===== src/rtl/shiftreg_xfer.sv =====
// Parametrised N-bit full-duplex shift engine with direction, bit count and busy/done handshake.
// Optional build macro SHIFTREG_XFER_ROTATE_EN adds a 'rot' input that recirculates the outgoing bit instead of sin.
module shiftreg_xfer #(
  parameter int N  = 8,
  parameter int CW = $clog2(N + 1)
) (
`ifdef SHIFTREG_XFER_ROTATE_EN
  input  logic          rot,
`endif
  input  logic          clk,
  input  logic          reset,
  input  logic          start,
  input  logic          dir,
  input  logic [CW-1:0] len,
  input  logic          en,
  input  logic [N-1:0]  d,
  input  logic          sin,
  output logic [N-1:0]  q,
  output logic          sout,
  output logic          busy,
  output logic          done
);

  typedef enum logic {IDLE, SHIFT} state_t;

  state_t        state_q, state_d;
  logic [N-1:0]  shift_q, shift_d;
  logic [CW-1:0] cnt_q, cnt_d;
  logic          dir_q, dir_d;
  logic          done_q, done_d;
  logic [CW-1:0] lenClamped;
  logic          inBit;

  // Requests longer than the register are clamped rather than wrapped.
  assign lenClamped = (len > CW'(N)) ? CW'(N) : len;

`ifdef SHIFTREG_XFER_ROTATE_EN
  logic rot_q, rot_d;

  assign inBit = rot_q ? (dir_q ? shift_q[0] : shift_q[N-1]) : sin;
`else
  assign inBit = sin;
`endif

  always_comb begin
    state_d = state_q;
    shift_d = shift_q;
    cnt_d   = cnt_q;
    dir_d   = dir_q;
    done_d  = 1'b0;
`ifdef SHIFTREG_XFER_ROTATE_EN
    rot_d   = rot_q;
`endif
    case (state_q)
      IDLE: begin
        if (start) begin
          shift_d = d;
          dir_d   = dir;
          cnt_d   = lenClamped;
`ifdef SHIFTREG_XFER_ROTATE_EN
          rot_d   = rot;
`endif
          if (lenClamped != '0) begin
            state_d = SHIFT;
          end else begin
            done_d = 1'b1;
          end
        end
      end
      SHIFT: begin
        if (en) begin
          shift_d = dir_q ? {inBit, shift_q[N-1:1]} : {shift_q[N-2:0], inBit};
          cnt_d   = cnt_q - CW'(1);
          // The completing shift and the done pulse share the same edge.
          if (cnt_q == CW'(1)) begin
            state_d = IDLE;
            done_d  = 1'b1;
          end
        end
      end
      default: state_d = IDLE;
    endcase
  end

  always_ff @(posedge clk or negedge reset) begin
    if (!reset) begin
      state_q <= IDLE;
      shift_q <= '0;
      cnt_q   <= '0;
      dir_q   <= 1'b0;
      done_q  <= 1'b0;
`ifdef SHIFTREG_XFER_ROTATE_EN
      rot_q   <= 1'b0;
`endif
    end else begin
      state_q <= state_d;
      shift_q <= shift_d;
      cnt_q   <= cnt_d;
      dir_q   <= dir_d;
      done_q  <= done_d;
`ifdef SHIFTREG_XFER_ROTATE_EN
      rot_q   <= rot_d;
`endif
    end
  end

  assign q    = shift_q;
  assign sout = dir_q ? shift_q[0] : shift_q[N-1];
  assign busy = (state_q == SHIFT);
  assign done = done_q;

endmodule


===== config.mk =====
export PLATFORM = sky130hd
export DESIGN_NAME = shiftreg_xfer
export DESIGN_NICKNAME = d
export VERILOG_FILES = /design/src/rtl/shiftreg_xfer.sv
export SDC_FILE = /design/constraint.sdc
export NUM_CORES = 1
export LEC_CHECK = 0
export CAP_MARGIN = 40
export CORE_MARGIN = 2
export CORE_UTILIZATION = 44
export CTS_CLUSTER_DIAMETER = 40
export DETAILED_ROUTE_END_ITERATION = 6
export PLACE_DENSITY_LB_ADDON = 0.15
export SETUP_SLACK_MARGIN = 0.02
export SLEW_MARGIN = 20
export SYNTH_ARGS = -nofsm -noshare
export SYNTH_HDL_FRONTEND = slang
export SYNTH_SLANG_ARGS = --single-unit

===== constraint.sdc =====
create_clock -name clk -period 1.52 [get_ports clk]
set_input_delay 0.304 -clock clk [delete_from_list [all_inputs] [get_ports clk]]
set_output_delay 0.304 -clock clk [all_outputs]
set_load 0.01 [all_outputs]

# Word-level counts from Yosys, hierarchy flattened
# Cells that the tools add are included.
[totals]
reg_bits = 15
elab_cells = 33
output_inout_bits = 11
in_bits = 18
[op_classes]
magnitude_cmp = 1
n_bitwise = 1
add_sub_neg = 1
mux = 19
eq_ne = 3
n_reduce_logical = 3
[ops]
columns = ["op", "count"]
rows = [
  ["2-to-1 mux 8 bit", 3],
  ["case mux 8 bit (2 select lines)", 1],
  ["2-to-1 mux 4 bit", 3],
  ["2-to-1 mux 1 bit", 9],
  ["case mux 4 bit (2 select lines)", 1],
  ["equality test 4 x 1 -> 1 bit, second input constant", 1],
  ["greater-than comparator 4 bit, second input constant", 1],
  ["!= test 2 bit, second input constant", 2],
  ["case mux 1 bit (2 select lines)", 2],
  ["AND reduction 2 bit", 2],
  ["nonzero test 4 bit", 1],
  ["subtractor 4 x 1 -> 4 bit, second input constant", 1],
  ["NOT 1 bit", 1],
]

# Logic depth before layout (Yosys ltp)
# Gate-level depths: netlist (run 1).
[logic_depth]
ltp_word = 6
ltp_mapped = 5
depth_no_buf = 5

# Worst setup path before layout (run 1)
# OpenSTA, ideal clock, no wires.
[synth_path]
kind = "reg2out"
from = "register dir_q"
to = "output port sout"
t_required_ns = 1.216
t_arrival_ns = 0.862
path_buffers = 1
stages_incl_launch_ff = 3
path_slack_ns = 0.354
path_cell_list = "dfrtp_1 > buf_2 > mux2_2"
[synth_via]
elab_chain_cells = 1
[synth_lines]
columns = ["item", "line", "source"]
rows = [
  ["start: declaration", "29", "logic dir_q, dir_d;"],
  ["start signal: assignment", "99", "dir_q <= dir_d;"],
  ["2-to-1 mux 1 bit", "108", "assign sout = dir_q ? shift_q[0] : shift_q[N-1];"],
  ["end: declaration", "19", "output logic sout,"],
]
# No other way between the ends.

# Worst setup path in the final report (run 1)
[layout_path]
from = "register done_q, in the netlist done"
to = "output port done"
[layout_rtl]
columns = ["item", "line", "source"]
rows = [
  ["start: declaration", "30", "logic done_q, done_d;"],
  ["start signal: assignment", "100", "done_q <= done_d;"],
  ["end: declaration", "21", "output logic done"],
]
# No word-level cell between the ends.

==> impl_metrics.yaml, run 1 <==
synthesis:
  ys_async_sr_fraction_pct: 100
  synth_warnings: 0
  synth.largest_area_cell: "dfrtp_1"
  synth_enable_flop_cells: 0
  syn_area_per_cell_um2: 9.48
  syn_inst: 94
  netlist_top_cells_count: "nand2_1, dfrtp_1, mux2_2"
  synth_seq_cells: 15
  synthTopCellsByArea: "dfrtp_1, mux2_2, nand2_1"
  synthMostInstantiatedCell: "nand2_1"
  synth_cell_types: 25
  synth-main-ff-cell: "dfrtp_1"
  netlist_area_um2: 891
  synth_top_area_share_pct: 42.1
  synth_nets: 114
  ys_seq_area_share_pct: 42.1
setup_path:
  end_kind: "output pin"
  path_delay_family: "buffers and inverters"
  cpPeakStageDelay_ns: 0.52
  r2r_slack_ns: 0.35
  crit_fanout: 1
  critPathRequiredTime_ns: 1.22
  start_kind: "flip-flop"
  cp_slowest_cell: "clkdlybuf4s50_1"
  crit_chain: "clkdlybuf4s50_1"
  critPathArrivalTime_ns: 1.13
  crit_buf_inv: 1
  critPathKind: "flip-flop to output pin"
cells_and_area:
  area_growth_pct: 46.3
  drive_gt1_share_pct: 23.7
  antennaDiodeCount: 0
  final_nets: 156
  finalInstanceArea_um2: 1300
place:
  port_buffers: 28
  placed_cell_area_um2: 1250
  dpl.hpwl_um: 1550
  dp_slack_ns: -0.0717
  finalWeightedCongestion: 0.799
sta:
  final_max_slew_viol_count: 0
  setup_tns_ns: 0
  finalWorstSetupSlack_ns: 0.0852
  clock_skew_ns: 0.00175
  fin_crit_sh_pct: 94.4
  tightest_slew_ns: 0.287
  hold_viol_final: 0
  fmax_mhz: 697
  slew_headroom_pct: 80.8
  fin_crit_ns: 1.43
  rsz0062_at_grt: "no"
  finalSetupViolCount: 0
clocking:
  root_buffer: "clkbuf_4"
  tritoncts: "done"
  htreeDepth: 1
  cts_buffers: 3
  ctsHoldBuffers: 0
  clk_pin_slew_worst_paths_ns: 0.09
  clock_latency_ns: 0.28
  cts.path.max_buffers: 2
  clock-sinks: 15
floorplanning:
  io_pins: 29
  start_util_pct: 45.9
  core_area_um2: 1940
  row_count: 16
  die-area_um2: 2400
  die_x_um: 49.0
  fp.dieH_um: 49.0
drt:
  finalWirelength_um: 2020
  vias: 825
  drtIter0Drc: 6
  drc_errors: 0
  viasPerCell: 5.09
  ant_nets: 0
  dr.pass1.iters: 4
  avgRoutedWirePerCell_um: 12.4
pwr:
  leakage_nw: 0.598
  peakVddDrop_v: 0.000918
  power_mw: 1.99
  powerDensity_nw_per_um2: 1530
global_routing:
  grt_overflow: 0
  grt_pass1_wl_um: 3470
  grt_antenna_before_repair: 0
  grt_max_degree: 16
  grt.total_usage_pct: 18.8
  grt_pass1_vias: 831
status:
  outcome: "finished clean"
hold_path:
  min_path_type: "input pin to asynchronous set/reset pin"
flow_run:
  max_cap_viol_count: 0
[metal layers]
layer	track usage, %	vias up	part of all wire (%)
met5	0	-	0
met4	8.57	0	1.7
met3	4.29	4	5.9
met2	35.2	26	51
met1	19.8	383	42
li1	-	412	-
[layout make-up]
class / instances / area [um2]
clock buffer: 4 / 26.3
fill: 161 / 638
inverter: 3 / 11.3
multi-input combinational: 71 / 472
sequential: 15 / 377
tap: 27 / 33.8
timing repair buffer: 42 / 384
[layout by cell type, fill, tap and decap left out, types with 2 or more instances in the layout]
master,synthesis,final
ha_1,2,2
nand2_1,16,16
mux2i_1,2,2
o21ai_0,6,6
a311oi_1,2,2
dfrtp_1,15,14
dlymetal6s2s_1,0,4
inv_1,3,3
nor3_1,4,4
nand3_1,5,5
mux2_2,9,9
nor2b_1,4,4
dlygate4sd2_1,0,5
nor2_1,5,5
nor4b_2,2,2
o22ai_1,3,3
buf_4,3,14
a21oi_1,3,3
clkbuf_4,0,3
clkdlybuf4s50_1,0,18
[per-stage QoR]
stage | utilization [%] | instances | hold slack [ns]
2_1_floorplan | - | 94 | 0.00841
3_3_place_gp | 64.2 | 154 | 0.553
3_5_place_dp | 64.2 | 154 | 0.561
4_1_cts | 66.6 | 162 | 0.332
5_1_grt | 67.1 | 162 | 0.338
6_report | 67.1 | 162 | 0.327
[power breakdown]
part | leakage [nW] | switching (mW) | total, mW | internal [mW]
registers | 0.177 | 0.150 | 0.723 | 0.573
logic | 0.406 | 0.448 | 1.04 | 0.590
clock network | 0.0150 | 0.128 | 0.230 | 0.102
[cell families after synthesis]
| family | after synthesis | synth area share [%] |
|---|---|---|
| muxes | 11 | 13.6 |
| xor gates and xnor gates | 2 | 1.97 |
| and+or+nand+nor | 39 | 22.8 |
| buffers and inverters | 8 | 4.92 |
| AOI/OAI and AO/OA | 17 | 11.8 |
| DFF | 15 | 42.1 |
| adders and majority gates | 2 | 2.81 |
[sequential cells by signal, summed over array words and instances (netlist names)]
register and count:
q 8, cnt_q 4, busy 1, dir_q 1, done 1
[repair_timing]
| action | in CTS | in global routing |
|---|---|---|
| setup endpoints to repair | 10 | 4 |
| setup buffers | 4 | 0 |
| gates cloned | 0 | 0 |
| gates resized for setup | 10 | 4 |
[path summary, 6_finish.rpt]
kind,start,end,cells past startpoint
max in group asynchronous,reset,busy,2
min,reset,q[0],2
min in group clk,dir,dir_q,3
max reg2reg,dir_q,q[1],4
min reg2reg,q[0],q[0],2
max,done,done,1
No activity file was read; power rests on OpenSTA's default activity.
==> run 2: changes to the inputs <==
Settings changed: HOLD_SLACK_MARGIN from default to 0.08, PLACE_DENSITY from default to 0.88, PLACE_DENSITY_LB_ADDON 0.15 to default.
==> impl_metrics.yaml, run 2 (synthesis results as in run 1) <==
sta:
  slew_headroom_pct: 81.3
  tightest_slew_ns: 0.280
  finalSetupViolCount: 0
  setup_tns_ns: 0
  rsz0062_at_grt: "no"
  fmax_mhz: 697
  final_max_slew_viol_count: 0
  fin_crit_sh_pct: 94.4
  hold_viol_final: 0
  fin_crit_ns: 1.44
  clock_skew_ns: 0.000443
setup_path:
  cpPeakStageDelay_ns: 0.52
  end_kind: "output pin"
  path_delay_family: "buffers and inverters"
  reg2reg_from: "busy"
  critPathKind: "flip-flop to output pin"
  startpoint: "done"
  crit_fanout: 1
  crit_chain: "clkdlybuf4s50_1"
  crit_buf_inv: 1
  reg2reg_depth: 4
  crit_cells: 1
  reg2reg_to: "cnt_q[0]"
  start_kind: "flip-flop"
  critPathRequiredTime_ns: 1.22
  critPathArrivalTime_ns: 1.13
  cp_slowest_cell: "clkdlybuf4s50_1"
  r2r_slack_ns: 0.34
pwr:
  switching_power_mw: 0.723
  leakage_nw: 0.561
  peakVddDrop_v: 0.000848
  p_int_mw: 1.20
  p_sw_share_pct: 37.5
  powerDensity_nw_per_um2: 1520
  seq_power_share_pct: 38.7
  power_frac_comb_pct: 49.6
  p_clk_share_pct: 11.7
  power_mw: 1.93
drt:
  viasPerCell: 5.11
  ant_nets: 0
  drc_errors: 0
  finalWirelength_um: 2080
  avgRoutedWirePerCell_um: 13.1
  vias: 813
  drtIter0Drc: 13
  dr.pass1.iters: 4
clocking:
  cts.path.max_buffers: 2
  tritoncts: "done"
  root_buffer: "clkbuf_4"
  clock-sinks: 15
  htreeDepth: 1
  clock_latency_ns: 0.28
  clk_pin_slew_worst_paths_ns: 0.08
  cts_buffers: 3
  post_cts_buffers: 0
hold_path:
  min_path_type: "input pin to asynchronous set/reset pin"
place:
  placed_cell_area_um2: 1250
  dpl.hpwl_um: 1630
  finalWeightedCongestion: 0.803
  placed_cells: 155
  port_buffers: 28
floorplanning:
  die_x_um: 49.0
  core_area_um2: 1940
  fp.dieH_um: 49.0
  row_count: 16
  io_pins: 29
  start_util_pct: 45.9
  die-area_um2: 2400
global_routing:
  grt_overflow: 0
  grt.total_usage_pct: 19.6
  met1_usage_pct: 21.6
  top_usage_layer: "met2"
  grt_pass1_vias: 820
  grt_antenna_before_repair: 0
  grt_pass1_wl_um: 3610
  grt_use_met2_pct: 35.6
  grt_max_degree: 16
  grtUsageMet3_pct: 5.52
cells_and_area:
  final_nets: 153
  finalInstanceArea_um2: 1270
  final_cells: 159
  drive_gt1_share_pct: 21.2
  antennaDiodeCount: 0
  mostFrequentLayoutCell: "clkdlybuf4s50_1"
  area_growth_pct: 42.4
  fin_util_pct: 65.3
  largest_reg_flops: 8
  fillers: 169
  mostFrequentLayoutCells: "clkdlybuf4s50_1, nand2_1, dfrtp_1, buf_4, mux2_2"
status:
  outcome: "finished clean"
flow_run:
  max_cap_viol_count: 0
-- run 2: cell types whose count changed in the layout (fill, tap and decap cells not counted), sizes merged --
cell and delta:
buf -3, dlymetal6s2s -3, dlygate4sd2 +3
-- run 2: cell type report --
class	instances	area (um2)	area share [%]
Inverter	3	11.3	0.888
Timing Repair Buffer	39	350	27.6
Clock buffer	4	26.3	2.07
Sequential cell	15	375	29.6
Multi-Input combinational cell	71	472	37.2
Tap cell	27	33.8	2.66
-- run 2: what timing repair did --
| action | 4_1_cts | 5_1_grt |
|---|---|---|
| gates resized for setup | 12 | 1 |
| hold buffers | 0 | 0 |
| setup endpoints to repair | 9 | 1 |
-- run 2: worst max path at each step --
stage | endpoint
final | done
after global placement | busy
after detailed placement | busy
after global routing | done
after floorplan | sout
after CTS | busy
-- run 2: layer usage --
metal  vias to the layer above  wire length (um)
met1                       366               917
met3                         2               120
li1                        417                 -
met2                        28              1020
met4                         0                15
met5                         -                 0
-- run 2: power groups by stage --
| stage | Combinational, mW | Clock (mW) | Sequential, mW |
|---|---|---|---|
| after floorplan | 0.576 | 0 | 0.762 |
| after global placement | 1.00 | 0 | 0.752 |
| after detailed placement | 1.05 | 0 | 0.755 |
| after CTS | 0.970 | 0.233 | 0.746 |
| after global routing | 1.07 | 0.252 | 0.767 |
| final | 0.956 | 0.225 | 0.746 |
-- run 2: metrics by stage --
step,worst slack [ns],hold WS [ns]
2_1_floorplan,0.354,0.00841
3_3_place_gp,-0.0472,0.544
3_5_place_dp,-0.0886,0.572
4_1_cts,0.0314,0.326
5_1_grt,0.0387,0.338
6_report,0.0845,0.323
